`src/rtl/instr_mem_loader_pkg.sv`:
```
// Shared widths and helpers for the instruction-memory boot loader.
// The width macros are guarded so that an existing Defines.v already in the compile takes precedence.
`ifndef ADDRESS_LEN
`define ADDRESS_LEN 32
`endif
`ifndef INSTRUCTION_LEN
`define INSTRUCTION_LEN 32
`endif
`ifndef LOADER_LEN_BITS
`define LOADER_LEN_BITS 16
`endif

package instr_mem_loader_pkg;
  localparam int LEN_BITS   = `LOADER_LEN_BITS;
  localparam int STATE_BITS = 3;

  typedef logic [`INSTRUCTION_LEN-1:0] instr_t;
  typedef logic [`ADDRESS_LEN-1:0]     addr_t;

  // Byte address of word idx; wraps at the address width.
  function automatic addr_t word_addr(input addr_t base, input addr_t idx);
    return base + (idx << 2);
  endfunction
endpackage

```
`src/rtl/instr_mem_loader_byte_packer.sv`:
```
// Packs a byte stream into little-endian 32-bit words: the first byte lands in [7:0].
module instr_mem_loader_byte_packer
  import instr_mem_loader_pkg::*;
(
  input  logic       clk,
  input  logic       rst,
  input  logic       shift_en,
  input  logic       clear,
  input  logic [7:0] byte_in,
  output instr_t     word,
  output logic       word_complete
);
  logic [1:0] count;

  // Asserted while the fourth byte of a word is being shifted in.
  assign word_complete = shift_en && (count == 2'd3);

  always_ff @(posedge clk) begin
    if (!rst || clear) begin
      word  <= '0;
      count <= '0;
    end else if (shift_en) begin
      word  <= {byte_in, word[`INSTRUCTION_LEN-1:8]};
      count <= count + 2'd1;
    end
  end
endmodule

```
`src/rtl/instr_mem_loader.sv`:
```
// Boot-time writer for the instruction memory: length-prefixed byte stream in,
// sequential word writes out, fetch held frozen for the duration of the load.
module instr_mem_loader
  import instr_mem_loader_pkg::*;
#(
  parameter int    MEM_WORDS = 1024,
  parameter addr_t BASE_ADDR = '0
) (
  input  logic                        clk,
  input  logic                        rst,
  input  logic                        start,
  input  logic                        in_valid,
  input  logic [7:0]                  in_data,
  output logic                        in_ready,
  output logic                        mem_write_en,
  output logic [`ADDRESS_LEN-1:0]     mem_address,
  output logic [`INSTRUCTION_LEN-1:0] mem_write_data,
  output logic                        freeze,
  output logic                        done,
  output logic                        error,
  output logic [STATE_BITS-1:0]       dbg_state
);
  localparam int IDX_W = $clog2(MEM_WORDS + 1);
  localparam logic [31:0] MAX_WORDS = 32'(MEM_WORDS);

  localparam logic [STATE_BITS-1:0] S_IDLE   = 3'd0;
  localparam logic [STATE_BITS-1:0] S_LEN_LO = 3'd1;
  localparam logic [STATE_BITS-1:0] S_LEN_HI = 3'd2;
  localparam logic [STATE_BITS-1:0] S_DATA   = 3'd3;
  localparam logic [STATE_BITS-1:0] S_WRITE  = 3'd4;
  localparam logic [STATE_BITS-1:0] S_DONE   = 3'd5;
  localparam logic [STATE_BITS-1:0] S_ERROR  = 3'd6;

  logic [STATE_BITS-1:0] state;
  logic [LEN_BITS-1:0]   len;
  logic [LEN_BITS-1:0]   len_full;
  logic [IDX_W-1:0]      idx;
  logic                  start_ok;
  logic                  shift_en;
  logic                  word_complete;
  instr_t                packed_word;

  // Handshake: a byte moves on a rising edge where in_valid and in_ready are both high.
  // in_ready decodes the registered state only, so it never depends on in_valid.
  assign in_ready = (state == S_LEN_LO) || (state == S_LEN_HI) || (state == S_DATA);
  assign start_ok = start && ((state == S_IDLE) || (state == S_DONE) || (state == S_ERROR));
  assign shift_en = in_valid && (state == S_DATA);
  assign len_full = {in_data, len[7:0]};

  instr_mem_loader_byte_packer u_byte_packer (
    .clk           (clk),
    .rst           (rst),
    .shift_en      (shift_en),
    .clear         (start_ok),
    .byte_in       (in_data),
    .word          (packed_word),
    .word_complete (word_complete)
  );

  always_ff @(posedge clk) begin
    if (!rst) begin
      state <= S_IDLE;
      len   <= '0;
      idx   <= '0;
    end else begin
      case (state)
        S_IDLE, S_DONE, S_ERROR: begin
          if (start) begin
            state <= S_LEN_LO;
            len   <= '0;
            idx   <= '0;
          end
        end
        S_LEN_LO: begin
          if (in_valid) begin
            len[7:0] <= in_data;
            state    <= S_LEN_HI;
          end
        end
        S_LEN_HI: begin
          if (in_valid) begin
            len[15:8] <= in_data;
            if (len_full == '0)                     state <= S_DONE;
            else if (32'(len_full) > MAX_WORDS)     state <= S_ERROR;
            else                                    state <= S_DATA;
          end
        end
        S_DATA: begin
          if (word_complete) state <= S_WRITE;
        end
        S_WRITE: begin
          idx <= idx + IDX_W'(1);
          if (32'(idx) + 32'd1 == 32'(len)) state <= S_DONE;
          else                               state <= S_DATA;
        end
        default: state <= S_IDLE;
      endcase
    end
  end

  assign mem_write_en   = (state == S_WRITE);
  assign mem_address    = mem_write_en ? word_addr(BASE_ADDR, addr_t'(idx)) : '0;
  assign mem_write_data = mem_write_en ? packed_word : '0;
  assign freeze         = in_ready || (state == S_WRITE) || (state == S_ERROR);
  assign done           = (state == S_DONE);
  assign error          = (state == S_ERROR);
  assign dbg_state      = state;
endmodule

```
`config.mk`:
```
export PLATFORM = sky130hd
export DESIGN_NAME = instr_mem_loader
export DESIGN_NICKNAME = d
export VERILOG_FILES = /design/src/rtl/instr_mem_loader_pkg.sv /design/src/rtl/instr_mem_loader_byte_packer.sv /design/src/rtl/instr_mem_loader.sv
export SDC_FILE = /design/constraint.sdc
export NUM_CORES = 1
export LEC_CHECK = 0
export CORE_ASPECT_RATIO = 1.4
export CORE_MARGIN = 10
export CORE_UTILIZATION = 54
export CTS_CLUSTER_SIZE = 16
export DETAILED_ROUTE_END_ITERATION = 16
export GPL_TIMING_DRIVEN = 0
export PLACE_DENSITY = 0.95
export REMOVE_ABC_BUFFERS = 1
export SYNTH_ARGS = -nofsm -noshare
export SYNTH_HDL_FRONTEND = slang
export SYNTH_SLANG_ARGS = --single-unit
export TNS_END_PERCENT = 5
```
`constraint.sdc`:
```
create_clock -name clk -period 3.3 [get_ports clk]
set_input_delay 0.33 -clock clk [delete_from_list [all_inputs] [get_ports clk]]
set_output_delay 0.33 -clock clk [all_outputs]
set_load 0.03 [all_outputs]
```
After elaboration in Yosys (flattened, before gate mapping)
Cells that the tools add are included.
Widths: inputs -> output; s select.
Word-level totals
  bits in registers: 64
  latch bits: 0
  memory bits (writable): 0
  memory bits (read-only): 0
  input bits: 12
  output and inout port bits: 72
  word-level logic and storage cells: 59
  memories kept: 0
Cells by class
  $add $sub $neg: 3
  $mul: 0
  div/mod/pow operators: 0
  $lt $le $gt $ge: 1
  equality and inequality tests: 12
  shifts and indexed selects: 0
  muxes and demuxes: 16
  bitwise logic cells: 0
  reductions and logical operators: 21
Operator list (number)
  $mux 32: 1
  $pmux 8 s2: 2
  $pmux 11 s2: 1
  $mux 3: 7
  $eq 12x16->1: 1
  $gt 16x11->1 const B: 1
  $logic_not 16->1: 1
  $mux 16: 1
  $pmux 3 s5: 1
  $mux 13: 1
  $add 11x1->12 const B: 1
  $add 11x1->11 const B: 1
  $mux 11: 1
  $eq 3x3->1 const B: 3
  $mux 8: 1
  $logic_or 1x1->1: 7
  $eq 3x2->1 const B: 2
  $ne 2x2->1 const B: 3
  $reduce_and 3->1: 2
  $reduce_bool 2->1: 3
  $reduce_and 4->1: 1
  $eq 3x1->1 const B: 1
  $logic_and 1x1->1: 3
  $logic_not 3->1: 1
  6 further kinds: 6

Longest topological paths before layout
  word-level depth: 5
  depth in mapped cells: 8
  gate-level depth less buffers: 7

Modules after synthesis
From an unflattened synthesis, not the netlist that was laid out.
Second synthesis, totals
  cells, all modules: 432
  area total of the unflattened synthesis: 3707.3 sq um
By module, submodules not included
  instr_mem_loader: times used 1, cells each 319, area each 2434.8 sq um
  instr_mem_loader_byte_packer: times used 1, cells each 113, area each 1272.5 sq um

Least setup slack after synthesis
No wires, ideal clock.
  path kind: reg2reg
  start: register state[2] (netlist: dbg_state[2])
  end: register u_byte_packer.count[0]
  library setup time: 0.117 ns
  data arrival time: 2.072 ns
  data required time: 3.183 ns
  path slack: 1.110 ns
  stages on the path, launching flop included: 8
  path buffers: 2
  period minus slack after synthesis: 2.190 ns
  cells stage by stage: dfxtp_1 > buf_2 > inv_1 > nor2_1 > nor2_1 > o21ai_1 > buf_2 > nor2_1
Between the ends
  longest elaborated chain between the ends: 5
  elaborated cells between the ends (all ways): 9
Ends and longest elaborated chain
  start: declaration: RTL line instr_mem_loader.sv:34  | logic [STATE_BITS-1:0] state;
  start signal: assignment: RTL line instr_mem_loader.sv:62  | state <= S_IDLE;
  start signal: assignment: RTL line instr_mem_loader.sv:69  | state <= S_LEN_LO;
  start signal: assignment: RTL line instr_mem_loader.sv:77  | state <= S_LEN_HI;
  $eq 3x3->1
  via done: RTL line instr_mem_loader.sv:19  | output logic done,
  $logic_or 1x1->1 (2 in a row): RTL line instr_mem_loader.sv:46  | assign start_ok = start && ((state == S_IDLE) || (state == S_DONE) || (state == S_ERROR));
  $logic_and 1x1->1: RTL line instr_mem_loader.sv:46
  $logic_or 1x1->1: RTL line instr_mem_loader_byte_packer.sv:19  | if (!rst || clear) begin
  end signal: assignment: RTL line instr_mem_loader_byte_packer.sv:24  | count <= count + 2'd1;
  end: declaration: RTL line instr_mem_loader_byte_packer.sv:13  | logic [1:0] count;
The timed path passes the listed nets, and every way through them passes these cells.
A chain may end at the register's enable or synchronous reset.

Final worst setup path
  start: register state[1] (netlist: dbg_state[1])
  end: output mem_write_en
Between the ends
  longest elaborated chain between the ends: 1
Ends and longest elaborated chain
  $eq 3x3->1: RTL line instr_mem_loader.sv:101  | assign mem_write_en = (state == S_WRITE);
  end: declaration: RTL line instr_mem_loader.sv:15  | output logic mem_write_en,
No other way between the ends.

==> metrics.md <==
| Metric | Value |
|---|---|
| Status | `finished clean` |
| Root Buffer | `clkbuf_8` |
| Arr. time, crit path | `2.68 ns` |
| Total clock sinks | `64` |
| Uppermost layer routed | `met4` |
| Max-Cap Viols | `0` |
| P_sw | `0.994 mW` |
| Worst reg2reg startpoint | `dbg_state[1]` |
| R2r worst-path depth | `4` |
| Sink of the worst hold path | `u_byte_packer.word[4]` |
| DIE WIDTH | `87.9 um` |
| Number of global-route vias before repair | `3166` |
| Vias per inst | `5.84` |
| Ant diodes | `0` |
| FFs w/ async S/R, synth | `0%` |
| Kind of critical path | `reg2out` |
| Cell count after synthesis | `464` |
| Final setup fails | `0` |
| Total number of vias | `3394` |
| FMAX | `333 MHz` |
| Max stage delay on crit path | `0.72 ns` |
| Maximum vdd drop | `360 uV` |
| Fin crit period | `3.01 ns` |
| Die area | `0.0101 mm^2` |
| Logic pwr share | `36.1%` |
| First-pass GRT wire length | `15100 um` |
| RD Place Congestion | `0.896` |
| Met3 wire length | `922 um` |
| Register area share after synthesis | `36.7%` |
| Top_reg_cell synth | `dfxtp_1` |
| Post-synthesis adder-cell area fraction | `0.718%` |
| Initial core utilization | `55.8%` |
| Number of H-tree levels | `3` |
| Post-synthesis simple-gate area fraction | `30.3%` |
| R2r setup slk | `0.91 ns` |
| Worst hold slack | `0.450 ns` |
| Worst r2r dst | `dbg_state[2]` |
| Largest family of logic cells by synthesized area | `simple AND/OR/NAND/NOR gates` |
| Pwr Total | `2.50 mW` |
| DRT iter0 DRCs | `222` |
| CP max-delay cell | `clkdlybuf4s50_1` |
| I/O pins | `84` |
| Pin count of the biggest net entering global routing | `62` |
| Worst skew pair latency | `0.35 ns` |
| Measured slew at the worst slew-check pin | `0.942 ns` |
| Grt total ovfl | `0` |
| Power Dens Cells | `589 mW/mm^2` |
| Core area | `0.00625 mm^2` |
| Yosys cell types | `55` |
| Worst path required time | `2.97 ns` |
| Sequential power share | `37.8%` |
| Static Leak | `1.59 nW` |
| Syn avg cell area | `7.52 um^2` |
| DP Wirelength | `6430 um` |
| CP startpoint kind | `register` |
| Cell Chain, Critical Path | `nor2_4 -> nand2_1 -> inv_2 -> clkdlybuf4s50_1` |
| Crit path capture type | `output port` |
| DR WL/cell | `15.9 um` |
| Compound-gate portion of the synthesized area | `19.1%` |
| Fin. Hold Viols | `0` |
| Count of state elements after synthesis | `64` |
| Design Area, Final | `0.00425 mm^2` |
| Antenna-violating nets left | `0` |
| Clock Pin Slew Worst Setup and Hold Paths | `0.07 ns` |
| CP Max Fanout | `22` |
| RSZ-0062 raised after global routing | `no` |
| XOR/XNOR share of the synthesized area | `3.77%` |
| Share of total power in the clock network | `26.0%` |
| Worst hold path class | `reg2reg` |
| Initial antenna violation count | `0` |
| Area Overhead vs Synth | `21.8%` |
| Max Root-Sink Buffers | `2` |
| YS warnings | `0` |
| Routed met2 length | `4720 um` |
| Critical path origin | `dbg_state[1]` |
| DRC Markers | `0` |
| Layout cells sized above 1 | `6.88%` |
| Synthesized cell area | `0.00349 mm^2` |
| Worst hold stages | `2` |
| Slew Limit Fails | `0` |
| Row cnt | `34` |
| Post-layout nets | `519` |
| Min-Delay Startpoint | `u_byte_packer.word[4]` |
| All-Layer GR Usage | `18.1%` |
| Internal power | `1.51 mW` |
| Drt pass-1 iters | `5` |
| Mux cell area share after synthesis | `0%` |
| Total Routed Length | `9210 um` |
| Max_slew headroom | `37.1%` |
| CTS tree | `yes` |
| Post-synth EDFFs | `0` |
| Die extent in y | `115 um` |
| IO buf count | `62` |
| Met1 WL | `3430 um` |
| CTS buffer count | `9` |
| Net switching fraction of the power | `39.7%` |
| Worst Skew | `0.00664 ns` |
| Period utilization | `91.1%` |
| Placed cell area | `0.00405 mm^2` |
## worst max-delay path by stage
stage,depth (start not counted),slack (ns),endpoint
3_5_place_dp,4,0.44,mem_write_en
5_1_grt,4,0.06,mem_write_en
4_1_cts,4,0.06,mem_write_en
6_report,4,0.29,mem_write_en
2_1_floorplan,5,-0.12,u_byte_packer.count[0]
3_3_place_gp,4,-1.08,mem_write_en
## cell type report
type,count,area [um^2]
fillers,519,2010
clock buffers,11,141
clock inverters,4,45.0
repair buffers,65,691
flip-flops and latches,64,1280
multi-input cells,359,1970
well taps,72,90.1
inverters,6,22.5
## layer usage
layer | vias to the layer above | track usage, %
li1 | 1664 | -
met2 | 160 | 30.5
met1 | 1554 | 20.6
met3 | 16 | 5.45
met5 | - | 0
met4 | 0 | 7.57
## power by group through the flow
stage / Combinational (mW) / Sequential [mW] / Clock (mW)
global route: 0.986 / 0.959 / 0.708
CTS: 0.892 / 0.935 / 0.661
global placement: 0.781 / 0.945 / 0
finish: 0.904 / 0.946 / 0.651
floorplan: 0.542 / 0.941 / 0
detailed placement: 0.885 / 0.953 / 0
## worst max-delay path: cells and delay by family, from the launching register on
family                 cells  cell delay [ns]
AND/OR/NAND/NOR            2             0.76
buffers and inverters      2             1.01
flip-flops                 1             0.56
## state kept, by name, summed over array words and instances (netlist names)
| signal | count |
|---|---|
| u_byte_packer.word | 32 |
| len | 16 |
| idx | 11 |
| dbg_state | 3 |
| u_byte_packer.count | 2 |
## logic make-up after synthesis
family                     Yosys count
AOI/OAI and AO/OA                  106
adders and majority gates            2
other                                1
xor gates and xnor gates            15
buffers and inverters               61
DFF                                 64
and+or+nand+nor                    215
## cell usage after synthesis, types with 2 or more instances
master	instances	share of area, %
a21oi_1	57	8.2
a22oi_1	9	1.9
a31oi_1	2	0.36
and3_1	41	7.4
and3_2	2	0.43
buf_2	8	1.1
buf_4	22	4.7
clkbuf_1	24	2.6
dfxtp_1	64	37
ha_1	2	0.72
inv_1	5	0.54
nand2_1	79	8.5
nand2b_1	5	0.90
nand3_1	15	2.2
nand3b_1	3	0.65
nand4_1	2	0.36
nor2_1	40	4.3
nor2b_1	2	0.36
nor3_1	8	1.1
nor3b_1	3	0.65
nor4_1	4	0.72
o21ai_0	10	1.4
o221ai_1	8	2.0
o22ai_1	3	0.54
or3_1	2	0.36
or4_1	2	0.43
xnor2_1	10	2.5
xor2_1	5	1.3
## stage by stage
step | TNS [ns] | worst slack [ns] | std cells | utilization [%]
finish | 0 | 0.295 | 581 | 67.9
global route | 0 | 0.0579 | 581 | 67.9
CTS | 0 | 0.0627 | 581 | 67.8
detailed placement | 0 | 0.443 | 566 | 64.8
global placement | -30.55 | -1.08 | 563 | 63.5
floorplan | -2.73 | -0.117 | 429 | -
## layout by cell type (no fill, tap or decap), types with 9 or more instances in the layout
| cell type | netlist | final |
|---|---|---|
| nand2_1 | 79 | 79 |
| dfxtp_1 | 64 | 63 |
| clkdlybuf4s50_1 | 0 | 62 |
| a21oi_1 | 57 | 57 |
| and3_1 | 41 | 41 |
| nor2_1 | 40 | 38 |
| conb_1 | 1 | 21 |
| nand3_1 | 15 | 15 |
| o21ai_0 | 10 | 10 |
| xnor2_1 | 10 | 10 |
| clkbuf_8 | 0 | 10 |
| a22oi_1 | 9 | 9 |
## what timing repair did
action / in CTS / in global routing
gates resized for setup: 0 / 2
hold buffers: 0 / 0
setup buffers: 0 / 0
setup endpoints to repair: 0 / 2
(Power assumes the default switching activity.)
